File: src/rtl/vga_pkg.sv
// Shared VGA timing constants, colour type and test-pattern colour table.
// Optional test-pattern generator in vga_ctrl is enabled by defining VGA_TESTPAT_EN.
package vga_pkg;

    localparam int H_ACTIVE = 640;
    localparam int H_FP     = 16;
    localparam int H_SYNC   = 96;
    localparam int H_BP     = 48;
    localparam int H_TOTAL  = H_ACTIVE + H_FP + H_SYNC + H_BP;

    localparam int V_ACTIVE = 480;
    localparam int V_FP     = 10;
    localparam int V_SYNC   = 2;
    localparam int V_BP     = 33;
    localparam int V_TOTAL  = V_ACTIVE + V_FP + V_SYNC + V_BP;

    typedef logic [11:0] rgb12;

    localparam int BAR_COUNT = 8;

    // Colour bars, left to right: white, yellow, cyan, green, magenta, red, blue, black
    localparam rgb12 TESTPAT_COLOURS [BAR_COUNT] = '{
        12'hFFF, 12'hFF0, 12'h0FF, 12'h0F0,
        12'hF0F, 12'hF00, 12'h00F, 12'h000
    };

    function automatic rgb12 bar_colour(input logic [2:0] idx);
        return TESTPAT_COLOURS[idx];
    endfunction

endpackage

File: src/rtl/vga_tick_gen.sv
// Pixel-rate prescaler: asserts tick for one clk out of every DIV.
module vga_tick_gen #(
    parameter int DIV = 4
) (
    input  logic clk,
    input  logic rst,
    output logic tick
);

    localparam int DW = (DIV > 1) ? $clog2(DIV) : 1;
    localparam logic [DW-1:0] DIV_LAST = DW'(DIV - 1);

    logic [DW-1:0] div;

    always_ff @(posedge clk) begin
        if (rst) begin
            div <= '0;
        end else if (tick) begin
            div <= '0;
        end else begin
            div <= div + 1'b1;
        end
    end

    assign tick = (div == DIV_LAST);

endmodule

File: src/rtl/vga_ctrl.sv
// VGA timing generator with one-pixel colour/sync pipeline.
// Define VGA_TESTPAT_EN to add the test_en port and the built-in colour-bar pattern.
module vga_ctrl
    import vga_pkg::*;
#(
    parameter int DIV      = 4,
    parameter int H_ACTIVE = vga_pkg::H_ACTIVE,
    parameter int H_FP     = vga_pkg::H_FP,
    parameter int H_SYNC   = vga_pkg::H_SYNC,
    parameter int H_BP     = vga_pkg::H_BP,
    parameter int V_ACTIVE = vga_pkg::V_ACTIVE,
    parameter int V_FP     = vga_pkg::V_FP,
    parameter int V_SYNC   = vga_pkg::V_SYNC,
    parameter int V_BP     = vga_pkg::V_BP
) (
`ifdef VGA_TESTPAT_EN
    input  logic        test_en,
`endif
    input  logic        clk,
    input  logic        rst,
    input  logic [11:0] data,
    output logic [9:0]  x,
    output logic [8:0]  y,
    output logic [3:0]  vga_r,
    output logic [3:0]  vga_g,
    output logic [3:0]  vga_b,
    output logic        hs,
    output logic        vs,
    output logic        frame_start
);

    localparam int H_LEN    = H_ACTIVE + H_FP + H_SYNC + H_BP;
    localparam int V_LEN    = V_ACTIVE + V_FP + V_SYNC + V_BP;
    localparam int HS_FIRST = H_ACTIVE + H_FP;
    localparam int HS_LAST  = H_ACTIVE + H_FP + H_SYNC - 1;
    localparam int VS_FIRST = V_ACTIVE + V_FP;
    localparam int VS_LAST  = V_ACTIVE + V_FP + V_SYNC - 1;
    localparam int BAR_W    = H_ACTIVE / BAR_COUNT;

    logic       tick;
    logic [9:0] h_cnt;
    logic [9:0] v_cnt;
    logic       h_last;
    logic       v_last;
    logic       h_vis;
    logic       v_vis;
    logic       active;
    logic       in_hsync;
    logic       in_vsync;
    rgb12       pixel;
    rgb12       rgb;

    vga_tick_gen #(.DIV(DIV)) u_tick_gen (
        .clk  (clk),
        .rst  (rst),
        .tick (tick)
    );

    always_comb begin
        h_last   = (h_cnt == 10'(H_LEN - 1));
        v_last   = (v_cnt == 10'(V_LEN - 1));
        h_vis    = (h_cnt < 10'(H_ACTIVE));
        v_vis    = (v_cnt < 10'(V_ACTIVE));
        active   = h_vis && v_vis;
        in_hsync = (h_cnt >= 10'(HS_FIRST)) && (h_cnt <= 10'(HS_LAST));
        in_vsync = (v_cnt >= 10'(VS_FIRST)) && (v_cnt <= 10'(VS_LAST));
`ifdef VGA_TESTPAT_EN
        pixel = test_en ? bar_colour(3'(h_cnt / 10'(BAR_W))) : data;
`else
        pixel = data;
`endif
    end

    always_ff @(posedge clk) begin
        if (rst) begin
            h_cnt <= '0;
            v_cnt <= '0;
        end else if (tick) begin
            if (h_last) begin
                h_cnt <= '0;
                v_cnt <= v_last ? 10'd0 : v_cnt + 10'd1;
            end else begin
                h_cnt <= h_cnt + 10'd1;
            end
        end
    end

    // Colour and sync are registered from the pre-increment counters so they stay aligned, one pixel behind x,y
    always_ff @(posedge clk) begin
        if (rst) begin
            rgb         <= '0;
            hs          <= 1'b1;
            vs          <= 1'b1;
            frame_start <= 1'b0;
        end else begin
            frame_start <= tick && h_last && v_last;
            if (tick) begin
                rgb <= active ? pixel : 12'h000;
                hs  <= !in_hsync;
                vs  <= !in_vsync;
            end
        end
    end

    assign x     = h_vis ? h_cnt : 10'd0;
    assign y     = v_vis ? v_cnt[8:0] : 9'd0;
    assign vga_r = rgb[11:8];
    assign vga_g = rgb[7:4];
    assign vga_b = rgb[3:0];

endmodule

File: config.mk
export PLATFORM = sky130hd
export DESIGN_NAME = vga_ctrl
export DESIGN_NICKNAME = d
export VERILOG_FILES = /design/src/rtl/vga_pkg.sv /design/src/rtl/vga_tick_gen.sv /design/src/rtl/vga_ctrl.sv
export SDC_FILE = /design/constraint.sdc
export NUM_CORES = 1
export LEC_CHECK = 0
export CORE_MARGIN = 5
export CORE_UTILIZATION = 40
export CTS_BUF_LIST = sky130_fd_sc_hd__clkbuf_4 sky130_fd_sc_hd__clkbuf_8
export DETAILED_ROUTE_END_ITERATION = 8
export GPL_TIMING_DRIVEN = 1
export PLACE_DENSITY = 0.7
export SLEW_MARGIN = 10
export SYNTH_ARGS = -nofsm -noshare
export SYNTH_HDL_FRONTEND = slang
export SYNTH_HIERARCHICAL = 1
export SYNTH_SLANG_ARGS = --single-unit
File: constraint.sdc
create_clock -name clk -period 1.8 [get_ports clk]
set_input_delay 0.36 -clock clk [delete_from_list [all_inputs] [get_ports clk]]
set_output_delay 0.36 -clock clk [all_outputs]
set_load 0.05 [all_outputs]
==> run_results.csv <==
group,metric,value,unit
route,vias,1747,
pwr,power.density,557,nW/um^2
placement,place_hpwl,3.21,mm
route,wl,4.66,mm
worst_setup_path,critPathMaxFanout,5,
cells_and_area,multi_input_area,1090,sq um
min_path,hold_path_depth,1,
synthesis,yosys_warnings,6,
synthesis,synth_xor_xnor_area_share,5.29,%
global_route,grt_max_degree,26,
placement,io_buffers,47,
clocking,cts_max_path_buffers,2,
global_route,antenna_found_initial,0,
clocking,clkLatencyLatePin,0.29,ns
route,wl_per_cell,13.7,um
synthesis,synthMuxAreaShare,0.550,%
worst_setup_path,critPathRequiredTime,1.97,ns
synthesis,synth_top_family_by_area,"simple AND/OR/NAND/NOR gates",
worst_setup_path,r2r_cells,6,
floorplanning,start_util,41.5,%
cells_and_area,area_delta_synth_final,58.8,%
sta,layout_min_cycle_time,1.85,ns
route,firstDrtPassIters,4,
cells_and_area,seqCellArea,747,sq um
synthesis,synth_top_area_share,40.7,%
floorplanning,die_h,77.5,um
synthesis,yosysTopAreaCell,"dfxtp_1",
clocking,htreeDepth,2,
clocking,path_clk_slew,0.07,ns
pwr,worst_ir_drop_vdd,0.000405,V
sta,rsz0062_at_grt,"true",
clocking,cts_hold_buf,0,
synthesis,avgSynthCellArea,8.63,sq um
worst_setup_path,worstSetupStartpointType,"register",
synthesis,syn_inst,211,
worst_setup_path,worstPathArrival,2.02,ns
synthesis,seq_area_frac_synth,40.7,%
floorplanning,ios,48,
synthesis,async_flop_share,0,%
placement,gp_congestion,0.837,
pwr,p_leak,0.00115,uW
global_route,grt_usage,15.5,%
min_path,hold_path.class,"register to register",
route,drc,0,
synthesis,synthesis.area,1820,sq um
pwr,power,1610,uW
sta,slew_violations,0,
clocking,cts-root-buf,"clkbuf_8",
sta,slew_headroom,75.3,%
route,met3WireLength,335,um
cells_and_area,drive_gt1_share,37.6,%
cells_and_area,fillers,355,
synthesis,synth_edf_count,0,
worst_setup_path,r2r_start,"v_cnt[0]$_SDFFE_PP0P_",
route,wl_met1,2.13,mm
global_route,grt_overflow,0,
sta,skew,0.00607,ns
synthesis,synth-simple-area-share,35.2,%
route,wl_met2,2.17,mm
worst_setup_path,crit_type,"register to register",
cells_and_area,layout.nets,305,
sta,max_freq,541,MHz
route,topRoutingLayerUsed,"met4",
sta,final-hold-violation-count,0,
run_status,outcome,"finished, violations left",
sta,timing.final.crit_share,103,%
sta,finalSetupViolCount,10,
synthesis,synth_cell_types,44,
route,ant_nets,0,
cells_and_area,n_antenna_cell,0,
job,cap_violations,0,
clocking,cts_made_buffers,5,
floorplanning,die_x,77.5,um
global_route,grt_pass1_wl,7.80,mm
sta,tns,-0.296,ns
synthesis,synth_nets,230,
min_path,worstHoldStart,"u_tick_gen/div[0]$_SDFF_PP0_",
global_route,grt_pass1_vias,1615,
synthesis,synth_compound_area_share,10.5,%
synthesis,synthTopCellsByArea,"dfxtp_1 41%, nor2_1 5.6%, a21oi_1 5.5%",
worst_setup_path,end_kind,"register",
synthesis,synthAdderAreaFrac,3.44,%
clocking,tritoncts,"built",
run_status,violations,"setup timing",
floorplanning,fp.coreArea,4380,sq um
synthesis,yosys_most_used_dff,"dfxtp_1",
route,viasPerCell,5.15,
floorplanning,rows,24,
sta,worst_slack,-0.0492,ns
sta,tightest_slew,0.366,ns
floorplanning,dieArea,6000,sq um
synthesis,postSynthRegisterBits,37,
clocking,cts.sinks,37,
route,drtIter0Drc,132,
worst_setup_path,setup.worst_path.start,"v_cnt[0]$_SDFFE_PP0P_",
## worst paths after layout
kind | slack, ns | to
hold reg to reg | 0.45 | u_tick_gen/div[0]$_SDFF_PP0_
setup reg to reg | -0.05 | v_cnt[7]$_SDFFE_PP0P_
setup / recovery | -0.05 | v_cnt[7]$_SDFFE_PP0P_
hold / removal | 0.45 | u_tick_gen/div[0]$_SDFF_PP0_
## cells in the mapped netlist (all sizes together) (2+ instances only)
cell type	n
buf	6
ha	5
o21ai	5
xor2	6
xnor2	5
o41ai	2
nor2	27
or4b	3
nand2	8
and2	16
dfxtp	37
nand4	9
clkbuf	6
and4	2
nor2b	14
and3	2
nand3	6
nor3b	2
inv	5
or3	4
a21oi	20
nor3	4
nand2b	3
## repair_timing
action | in CTS | in global routing
cloned | 1 | 0
pin swaps | 3 | 6
endpoints found under the setup margin | 18 | 27
buffers inserted | 1 | 4
resized for setup | 6 | 22
## registers in the layout, summed over array words and instances, names as in the netlist
signal	cells
hs	1
frame_start	1
vs	1
rgb	12
u_tick_gen/div	2
v_cnt	10
h_cnt	10
## routing by layer
metal / vias up / global-route usage, %
met3: 5 / 4.98
li1: 876 / -
met5: - / 0
met4: 0 / 4.12
met2: 62 / 24.0
met1: 804 / 20.8
## metrics by stage
step | instances | hold WS [ns] | cell area (sq um) | utilization, % | setup WS, ns
2_1_floorplan | 211 | 0.410 | 1830 | - | 0.0260
3_3_place_gp | 325 | 0.423 | 2670 | 60.9 | -0.00659
3_5_place_dp | 325 | 0.440 | 2670 | 60.9 | -0.0508
4_1_cts | 335 | 0.450 | 2800 | 63.8 | -0.0119
5_1_grt | 339 | 0.479 | 2890 | 66.0 | -0.148
6_report | 339 | 0.446 | 2890 | 66.0 | -0.0492
## power breakdown
| group | leakage, uW | switching [uW] | internal, uW |
|---|---|---|---|
| Combinational | 0.000802 | 104 | 88.5 |
| Clock | 0.0000484 | 290 | 283 |
| Sequential | 0.000302 | 9.21 | 837 |
## final cells by class
cell class,count,area share [%]
Inverter,5,0.649
Multi-Input combinational cell,158,37.9
Clock inverter,2,0.346
Tap cell,52,2.25
Sequential cell,37,25.8
Timing Repair Buffer,79,30.4
Clock buffer,6,2.64
## cells in the final DEF, fill, tap and decap left out, types with 7 or more instances in the layout
cell             instances
a21oi_1                 19
and2_1                   8
and2_4                   7
buf_12                  20
buf_4                   45
clkdlybuf4s50_1         13
dfxtp_1                 32
nand2_1                  8
nand4_1                  9
nor2_1                  26
nor2b_1                 14
## worst max-delay path, stage by stage (launching register included)
cell and delay [ns]:
dfxtp_1 0.33, inv_2 0.07, ha_4 0.12, or4b_1 0.44
or4_4 0.48, o21bai_4 0.22, a21oi_1 0.07
## cells by family (layout without fill, tap and decap cells)
logic type,Yosys count,after routing
and+or+nand+nor,108,108
xor gates and xnor gates,11,11
muxes,1,1
buffers and inverters,17,92
DFF,37,37
AOI/OAI and AO/OA,32,33
adders and majority gates,5,5
(Power assumes the default switching activity.)
